`src/rtl/multicycle_controller.sv`:
```
// Multicycle CPU control FSM: fetch/decode/execute sequencing, bounded memory
// waits with a sticky fault state, and a retired-instruction counter.
module multicycle_controller #(
  parameter int unsigned WIDTH       = 32,
  parameter int unsigned MEM_TIMEOUT = 15,
  parameter int unsigned CNT_W       = 32
) (
  input  logic             clk,
  input  logic             rst_n,
  input  logic [WIDTH-1:0] instr,
  input  logic             zero,
  input  logic             mem_ready,
  output logic             mem_req,
  output logic             mem_we,
  output logic             ir_write,
  output logic             pc_write,
  output logic             reg_write,
  output logic [1:0]       alu_src_a,
  output logic [1:0]       alu_src_b,
  output logic [1:0]       result_src,
  output logic [1:0]       alu_op,
  output logic [3:0]       state_o,
  output logic             fault,
  output logic [CNT_W-1:0] retired
);

  typedef enum logic [3:0] {
    FETCH     = 4'd0,
    DECODE    = 4'd1,
    MEM_ADR   = 4'd2,
    MEM_READ  = 4'd3,
    MEM_WB    = 4'd4,
    MEM_WRITE = 4'd5,
    EXEC_R    = 4'd6,
    EXEC_I    = 4'd7,
    ALU_WB    = 4'd8,
    BRANCH    = 4'd9,
    JAL       = 4'd10,
    FAULT     = 4'd15
  } state_t;

  localparam logic [6:0] OP_LOAD   = 7'b0000011;
  localparam logic [6:0] OP_STORE  = 7'b0100011;
  localparam logic [6:0] OP_RTYPE  = 7'b0110011;
  localparam logic [6:0] OP_ITYPE  = 7'b0010011;
  localparam logic [6:0] OP_BRANCH = 7'b1100011;
  localparam logic [6:0] OP_JAL    = 7'b1101111;

  localparam logic [7:0] WAIT_LAST = 8'(MEM_TIMEOUT - 1);

  state_t     state, state_next;
  logic [7:0] wait_cnt;
  logic [6:0] opcode;
  logic [2:0] funct3;
  logic       mem_state;
  logic       waiting;
  logic       timed_out;
  logic       retire;
  logic       unused_instr;

  assign opcode       = instr[6:0];
  assign funct3       = instr[14:12];
  assign unused_instr = ^{instr[WIDTH-1:15], instr[11:7]};

  // Derived from state rather than mem_req to keep the decode free of feedback.
  assign mem_state = (state == FETCH) || (state == MEM_READ) || (state == MEM_WRITE);
  assign waiting   = mem_state && !mem_ready;
  assign timed_out = waiting && (wait_cnt == WAIT_LAST);

  assign retire = (state_next == FETCH) &&
                  (state inside {MEM_WB, MEM_WRITE, ALU_WB, BRANCH, JAL});

  assign state_o = state;

  always_ff @(posedge clk or negedge rst_n) begin
    if (!rst_n) begin
      state    <= FETCH;
      wait_cnt <= '0;
      retired  <= '0;
    end else begin
      state <= state_next;
      if (state_next != state) begin
        wait_cnt <= '0;
      end else if (waiting) begin
        wait_cnt <= wait_cnt + 8'd1;
      end
      if (retire) begin
        retired <= retired + CNT_W'(1);
      end
    end
  end

  always_comb begin
    state_next = state;
    mem_req    = 1'b0;
    mem_we     = 1'b0;
    ir_write   = 1'b0;
    pc_write   = 1'b0;
    reg_write  = 1'b0;
    alu_src_a  = 2'd0;
    alu_src_b  = 2'd0;
    result_src = 2'd0;
    alu_op     = 2'd0;
    fault      = 1'b0;

    case (state)
      FETCH: begin
        mem_req    = 1'b1;
        alu_src_a  = 2'd0;
        alu_src_b  = 2'd2;
        alu_op     = 2'd0;
        result_src = 2'd2;
        if (mem_ready) begin
          ir_write   = 1'b1;
          pc_write   = 1'b1;
          state_next = DECODE;
        end else if (timed_out) begin
          state_next = FAULT;
        end
      end

      DECODE: begin
        alu_src_a = 2'd1;
        alu_src_b = 2'd1;
        alu_op    = 2'd0;
        case (opcode)
          OP_LOAD, OP_STORE: state_next = MEM_ADR;
          OP_RTYPE:          state_next = EXEC_R;
          OP_ITYPE:          state_next = EXEC_I;
          OP_BRANCH:         state_next = BRANCH;
          OP_JAL:            state_next = JAL;
          default:           state_next = FAULT;
        endcase
      end

      MEM_ADR: begin
        alu_src_a  = 2'd2;
        alu_src_b  = 2'd1;
        alu_op     = 2'd0;
        state_next = (opcode == OP_LOAD) ? MEM_READ : MEM_WRITE;
      end

      MEM_READ: begin
        mem_req = 1'b1;
        if (mem_ready) begin
          state_next = MEM_WB;
        end else if (timed_out) begin
          state_next = FAULT;
        end
      end

      MEM_WB: begin
        reg_write  = 1'b1;
        result_src = 2'd1;
        state_next = FETCH;
      end

      MEM_WRITE: begin
        mem_req = 1'b1;
        mem_we  = 1'b1;
        if (mem_ready) begin
          state_next = FETCH;
        end else if (timed_out) begin
          state_next = FAULT;
        end
      end

      EXEC_R: begin
        alu_src_a  = 2'd2;
        alu_src_b  = 2'd0;
        alu_op     = 2'd2;
        state_next = ALU_WB;
      end

      EXEC_I: begin
        alu_src_a  = 2'd2;
        alu_src_b  = 2'd1;
        alu_op     = 2'd2;
        state_next = ALU_WB;
      end

      ALU_WB: begin
        reg_write  = 1'b1;
        result_src = 2'd0;
        state_next = FETCH;
      end

      BRANCH: begin
        alu_src_a  = 2'd2;
        alu_src_b  = 2'd0;
        alu_op     = 2'd1;
        result_src = 2'd0;
        state_next = FETCH;
        case (funct3)
          3'b000:  pc_write = zero;
          3'b001:  pc_write = ~zero;
          default: state_next = FAULT;
        endcase
      end

      JAL: begin
        alu_src_a  = 2'd1;
        alu_src_b  = 2'd2;
        alu_op     = 2'd0;
        result_src = 2'd0;
        pc_write   = 1'b1;
        reg_write  = 1'b1;
        state_next = FETCH;
      end

      FAULT: begin
        fault      = 1'b1;
        state_next = FAULT;
      end

      default: begin
        state_next = FAULT;
      end
    endcase
  end

endmodule
```
`config.mk`:
```
export PLATFORM = sky130hd
export DESIGN_NAME = multicycle_controller
export DESIGN_NICKNAME = d
export VERILOG_FILES = /design/src/rtl/multicycle_controller.sv
export SDC_FILE = /design/constraint.sdc
export NUM_CORES = 1
export LEC_CHECK = 0
export ABC_CLOCK_PERIOD_IN_PS = 3100
export BUFFER_PORTS_ARGS = -buffer_cell sky130_fd_sc_hd__clkbuf_2
export CAP_MARGIN = 30
export CORE_MARGIN = 2
export CORE_UTILIZATION = 40
export CTS_BUF_LIST = sky130_fd_sc_hd__clkbuf_16
export CTS_CLUSTER_DIAMETER = 80
export DETAILED_ROUTE_END_ITERATION = 16
export PLACE_DENSITY = 0.76
export SLEW_MARGIN = 40
export SYNTH_ARGS = -nofsm -noshare
export SYNTH_HDL_FRONTEND = slang
export SYNTH_SLANG_ARGS = --single-unit
```
`constraint.sdc`:
```
create_clock -name clk -period 3.1 [get_ports clk]
set_input_delay 0.775 -clock clk [delete_from_list [all_inputs] [get_ports clk]]
set_output_delay 0.775 -clock clk [all_outputs]
set_load 0.02 [all_outputs]
```
* Yosys cells after proc, flatten, opt, wreduce, memory -nomap -nowiden
Index checks and enable logic that the tools add are counted.
** Operators by class
- Add/subtract/negate cells :: 2
- Equal/unequal tests :: 20
- Multiplexer cells :: 22
- Bitwise operators :: 1
- Reductions and logical operators :: 20
** Operator list (number)
- 32-bit by 1-bit adder with 32-bit output (second input constant) :: 1
- 4-bit one-hot mux with 8 select lines :: 1
- 4-bit two-way mux :: 5
- 4-bit one-hot mux with 5 select lines :: 1
- 4-bit by 3-bit == test with 1-bit output (second input constant) :: 4
- 4-bit == test (second input constant) :: 4
- 8-bit two-way mux :: 2
- 2-bit one-hot mux with 2 select lines :: 4
- 7-bit by 6-bit == test with 1-bit output (second input constant) :: 2
- 7-bit == test (second input constant) :: 2
- 2-bit OR reduction :: 5
- 3-bit OR reduction :: 3
- 8-bit by 1-bit adder with 8-bit output (second input constant) :: 1
- 4-bit by 2-bit == test with 1-bit output (second input constant) :: 2
- 8-bit by 4-bit == test with 1-bit output (second input constant) :: 1
- 4-bit zero test :: 2
- 7-bit by 2-bit == test with 1-bit output (second input constant) :: 1
- 7-bit by 5-bit == test with 1-bit output (second input constant) :: 1
- 1-bit two-way mux :: 6
- 5-bit nonzero test :: 1
- 4-bit by 1-bit == test with 1-bit output (second input constant) :: 1
- 4-bit inequality test :: 1
- 4-bit OR reduction :: 1
- 3-bit by 1-bit == test with 1-bit output (second input constant) :: 1
- other kinds (9) :: 12
** Storage, ports and cells
- Register bits after elaboration :: 44
- Input bits :: 36
- Output and inout port bits :: 50
- Word-level logic and storage cells :: 68

* Depth between registers and ports, before layout
- Depth after elaboration :: 10
- Gate-level depth with buffers :: 10
- Depth with buffers taken out :: 8

* Worst setup path after synthesis
Ideal clock, no wire load.
- Path type :: input to register
- From :: input port instr[3]
- To :: register retired[21]
- Setup time :: 132 ps
- Arrival time :: 2358 ps
- Required time :: 2968 ps
- Slack :: 611 ps
- Stages on the path :: 8
- Path buffers :: 2
- Path through :: or2_1 a221o_1 a211oi_1 and4b_1 buf_6 buf_8 nand4_1 xnor2_1
** Between the ends
- Word-level cells in the longest chain between the ends :: 6
- Elaborated cells between the ends (all ways) :: 12
- Classes of those cells :: 6 x eq/ne; 3 x mux; 3 x reduce/logical
** RTL lines
- start, declared :: line 10 : input logic [WIDTH-1:0] instr,
- 7-bit by 2-bit == test with 1-bit output / 7-bit by 6-bit == test with 1-bit output (equally long branches) :: line 126, 140
- 2-bit OR reduction :: line 126 : case (opcode)
- 4-bit one-hot mux with 5 select lines :: line 126
- 4-bit one-hot mux with 8 select lines * :: line 106 : case (state)
- 4-bit zero test * :: line 70 : assign retire = (state_next == FETCH) &&
- 1-bit logical AND * :: line 70
- end signal, assigned :: line 88 : retired <= retired + CNT_W'(1);
- end, declared :: line 24 : output logic [CNT_W-1:0] retired
Mark *: on every way between the ends. The rest lies on a longest branch, timed or not.
A chain may end at the register's enable or synchronous reset.

* Worst setup path in the final report
- From :: register state[1] (netlist: state_o[1])
- To :: output port pc_write
** Between the ends
- Word-level cells in the longest chain between the ends :: 2
- Elaborated cells between the ends (all ways) :: 4
- Classes of those cells :: 2 x eq/ne; 1 x mux; 1 x reduce/logical
** RTL lines
- start, declared :: line 51 : state_t state, state_next;
- start signal, assigned :: line 81 : state <= state_next;
- 4-bit == test / 4-bit zero test (equally long branches) :: line 106
- 1-bit one-hot mux with 3 select lines * :: line 106
- end, declared :: line 16 : output logic pc_write,
Marked as above.

==> flow_summary.toml <==
[run_status]
outcome = "completed"

[logic_synthesis]
synth_area_leader_cell = "dfrtp_1"
syn-num-nets = 314
synthCells = 275
synth-seq-cells = 44
synth.avg_cell_area_um2 = 9.82
syn-cell-area_um2 = 2700
synth_area_leaders = "dfrtp_1 41%, xnor2_1 11%, and3_1 2.8%"
synthFlopType = "dfrtp_1"
async_flop_share = 1.00
ys_seq_area_frac = 0.408
ys_types = 56
yosys.area.top_type_share = 0.408
yosys_warnings = 0
synth_edf_count = 0

[sta]
finalHoldViolations = 0
maxSlewHeadroom = 0.564
skew_ns = 0.00739
drv_slew = 0
max_clock_freq_mhz = 358
rsz0062_at_grt = "false"
hold_ws_ns = 0.432
worst_pin_slew_ns = 0.654
tns_ns = 0
final.period_utilization = 0.901
min_period_ns = 2.79
setup_viol = 0

[routing]
drcViolationCount = 0
drtAntennaViolNets = 0
wire_per_inst_um = 14.0
viasPerCell = 5.51
wl_um = 5790
dr.pass1.iters = 4
vias = 2274
drt_iter0_drc = 72

[cts]
clk_latency_ns = 0.28
postCtsHoldBufs = 0
cts_root_buf = "clkbuf_16"
cts.sinks = 44
clkTransAtPathRegs_ns = 0.06
cts-htree-levels = 2
cts_made_buffers = 5
cts_buffer_depth = 2
postCtsSetupRepairBufs = 0
post_cts_resized = 0
cts_tree = "yes"

[critical_path]
rr_startpoint = "state_o[1]"
worstSetupPathType = "reg -> out"
r2r-end = "retired[26]"
regToRegSetupSlack_ns = 0.46
cp-start-kind = "register"
crit_fanout = 15
path_cells = "buf_4 -> nand2b_1 -> nor4_1 -> a21oi_1 -> nor2_1 -> clkbuf_2"
required_ns = 2.32
slowest_stage = "dfrtp_1"
r2r_cells = 7
slowest_delay_ns = 0.59
critPathArrivalTime_ns = 2.02
cp-end-kind = "primary output"

[global_route]
grt_usage = 0.160
grt_overflow = 0
grt_start_max_net_pins = 30
grt_pass1_vias = 2142
grt_antenna_before_repair = 0
grt_pass1_wl_um = 9720

[placement]
gp_congestion = 0.786
place.port_buffers = 63
dp_hpwl_um = 4300
post-place-cells = 405

[power_and_ir_drop]
fin_total_pwr_mw = 1.18
power_switching_mw = 0.223
ir_drop_mv = 0.170
p_leak_nw = 1.49
p_seq_frac = 0.485
pwr-share-clk = 0.488
swShare = 0.189
p_int_mw = 0.961
comb_power_share = 0.027
power_density_nw_per_um2 = 367

[die]
io_pins = 86
die_area_um2 = 7420
placementRows = 29
die_y_um = 86.2
initial_core_util = 0.420
coreArea_um2 = 6420
die_w_um = 86.2

[worst_hold_path]
hp-class = "in -> async"

[cells_and_area]
fin_util = 0.502
synthToLayoutAreaGrowth_pct = 19.5
antennaDiodeCount = 0
final_layout_size_suffix_gt1_frac = 0.274
stdcell_count = 413
final_nets = 374

[flow_run]
max-cap-violations = 0
## per-stage QoR
step                setup slack [ns]  cell area (um^2)
floorplan                      0.611              2700
global placement               0.218              3060
detailed placement             0.163              3060
CTS                            0.305              3230
global route                   0.176              3230
finish                         0.306              3230
## state kept, by name, summed over array words and instances (netlist names)
signal	flops
retired	32
wait_cnt	8
state_o	4
## synth_stat cells (2+ instances only)
cell type,number
a211oi_1,2
a21boi_0,2
a21oi_1,8
and2_1,4
and3_1,12
and4_1,6
and4b_1,3
buf_1,4
buf_2,4
buf_6,4
clkbuf_1,2
dfrtp_1,44
ha_1,3
inv_1,5
nand2_1,17
nand2b_1,6
nand3_1,14
nand3_2,3
nand3b_1,2
nand4_1,11
nand4_2,4
nor2_1,15
nor2b_1,3
nor3_1,13
nor3b_1,2
nor4_1,3
nor4_2,2
o21a_1,3
o21ai_0,3
o21ai_1,2
o22ai_1,3
or3_1,2
xnor2_1,35
xor2_1,7
## per-layer routing
| metal | up-vias | track usage | wire length, um | share of wire |
|---|---|---|---|---|
| li1 | 1115 | - | - | - |
| met3 | 4 | 0.0346 | 252 | 0.044 |
| met1 | 1091 | 0.208 | 2690 | 0.46 |
| met5 | - | 0 | 0 | 0 |
| met2 | 64 | 0.272 | 2820 | 0.49 |
| met4 | 0 | 0.0361 | 29 | 0.0050 |
## power by group through the flow
| stage | combinational [mW] | sequential (mW) | clock [mW] |
|---|---|---|---|
| global route | 0.0374 | 0.574 | 0.608 |
| floorplan | 0.00764 | 0.585 | 0 |
| detailed placement | 0.0332 | 0.585 | 0 |
| global placement | 0.0317 | 0.585 | 0 |
| finish | 0.0319 | 0.574 | 0.578 |
| CTS | 0.0332 | 0.574 | 0.586 |
## critical path: cells and delay by family (launching register included)
kind                   cells  cell delay [ns]
DFF                        1             0.59
and+or+nand+nor            3             0.58
buffers and inverters      2             0.44
AOI/OAI and AO/OA          1             0.11
## worst max-delay path by stage
stage,from,endpoint,slack [ns],cells past startpoint
global placement,instr[3],retired[24],0.22,8
finish,state_o[1],pc_write,0.31,6
detailed placement,instr[3],retired[26],0.16,8
floorplan,instr[3],retired[21],0.61,8
CTS,state_o[1],pc_write,0.31,6
global route,state_o[1],retired[26],0.18,7
## cell usage in the layout (no fill, tap or decap), drive strengths merged, types with 3 or more instances in the layout
cell,count
a211oi,3
a21oi,8
and2,4
and3,12
and4,6
and4b,3
buf,6
clkbuf,68
dfrtp,44
ha,3
inv,6
nand2,17
nand2b,6
nand3,17
nand4,15
nor2,15
nor2b,3
nor3,13
nor4,5
o21a,3
o21ai,5
o22ai,3
xnor2,35
xor2,7
## kinds of logic (layout without fill, tap and decap cells)
kind of cell,after synthesis,after routing,share of synthesized area
AND/OR/NAND/NOR,130,130,0.299
flip-flops,44,44,0.408
XOR/XNOR,42,42,0.136
AO/OA/AOI/OAI,33,33,0.0885
buffers and inverters,21,82,0.0468
adder cells (fa/ha/maj),3,3,0.0139
multiplexers,2,2,0.00788
## area by class of cell
| type | count | area [um^2] |
|---|---|---|
| Fill cell | 607 | 3200 |
| Tap cell | 77 | 96.3 |
| Timing Repair Buffer | 69 | 373 |
| Multi-Input combinational cell | 210 | 1470 |
| Sequential cell | 44 | 1100 |
| Clock buffer | 5 | 125 |
| Clock inverter | 3 | 38.8 |
| Inverter | 5 | 18.8 |
No activity file was read; power rests on OpenSTA's default activity.
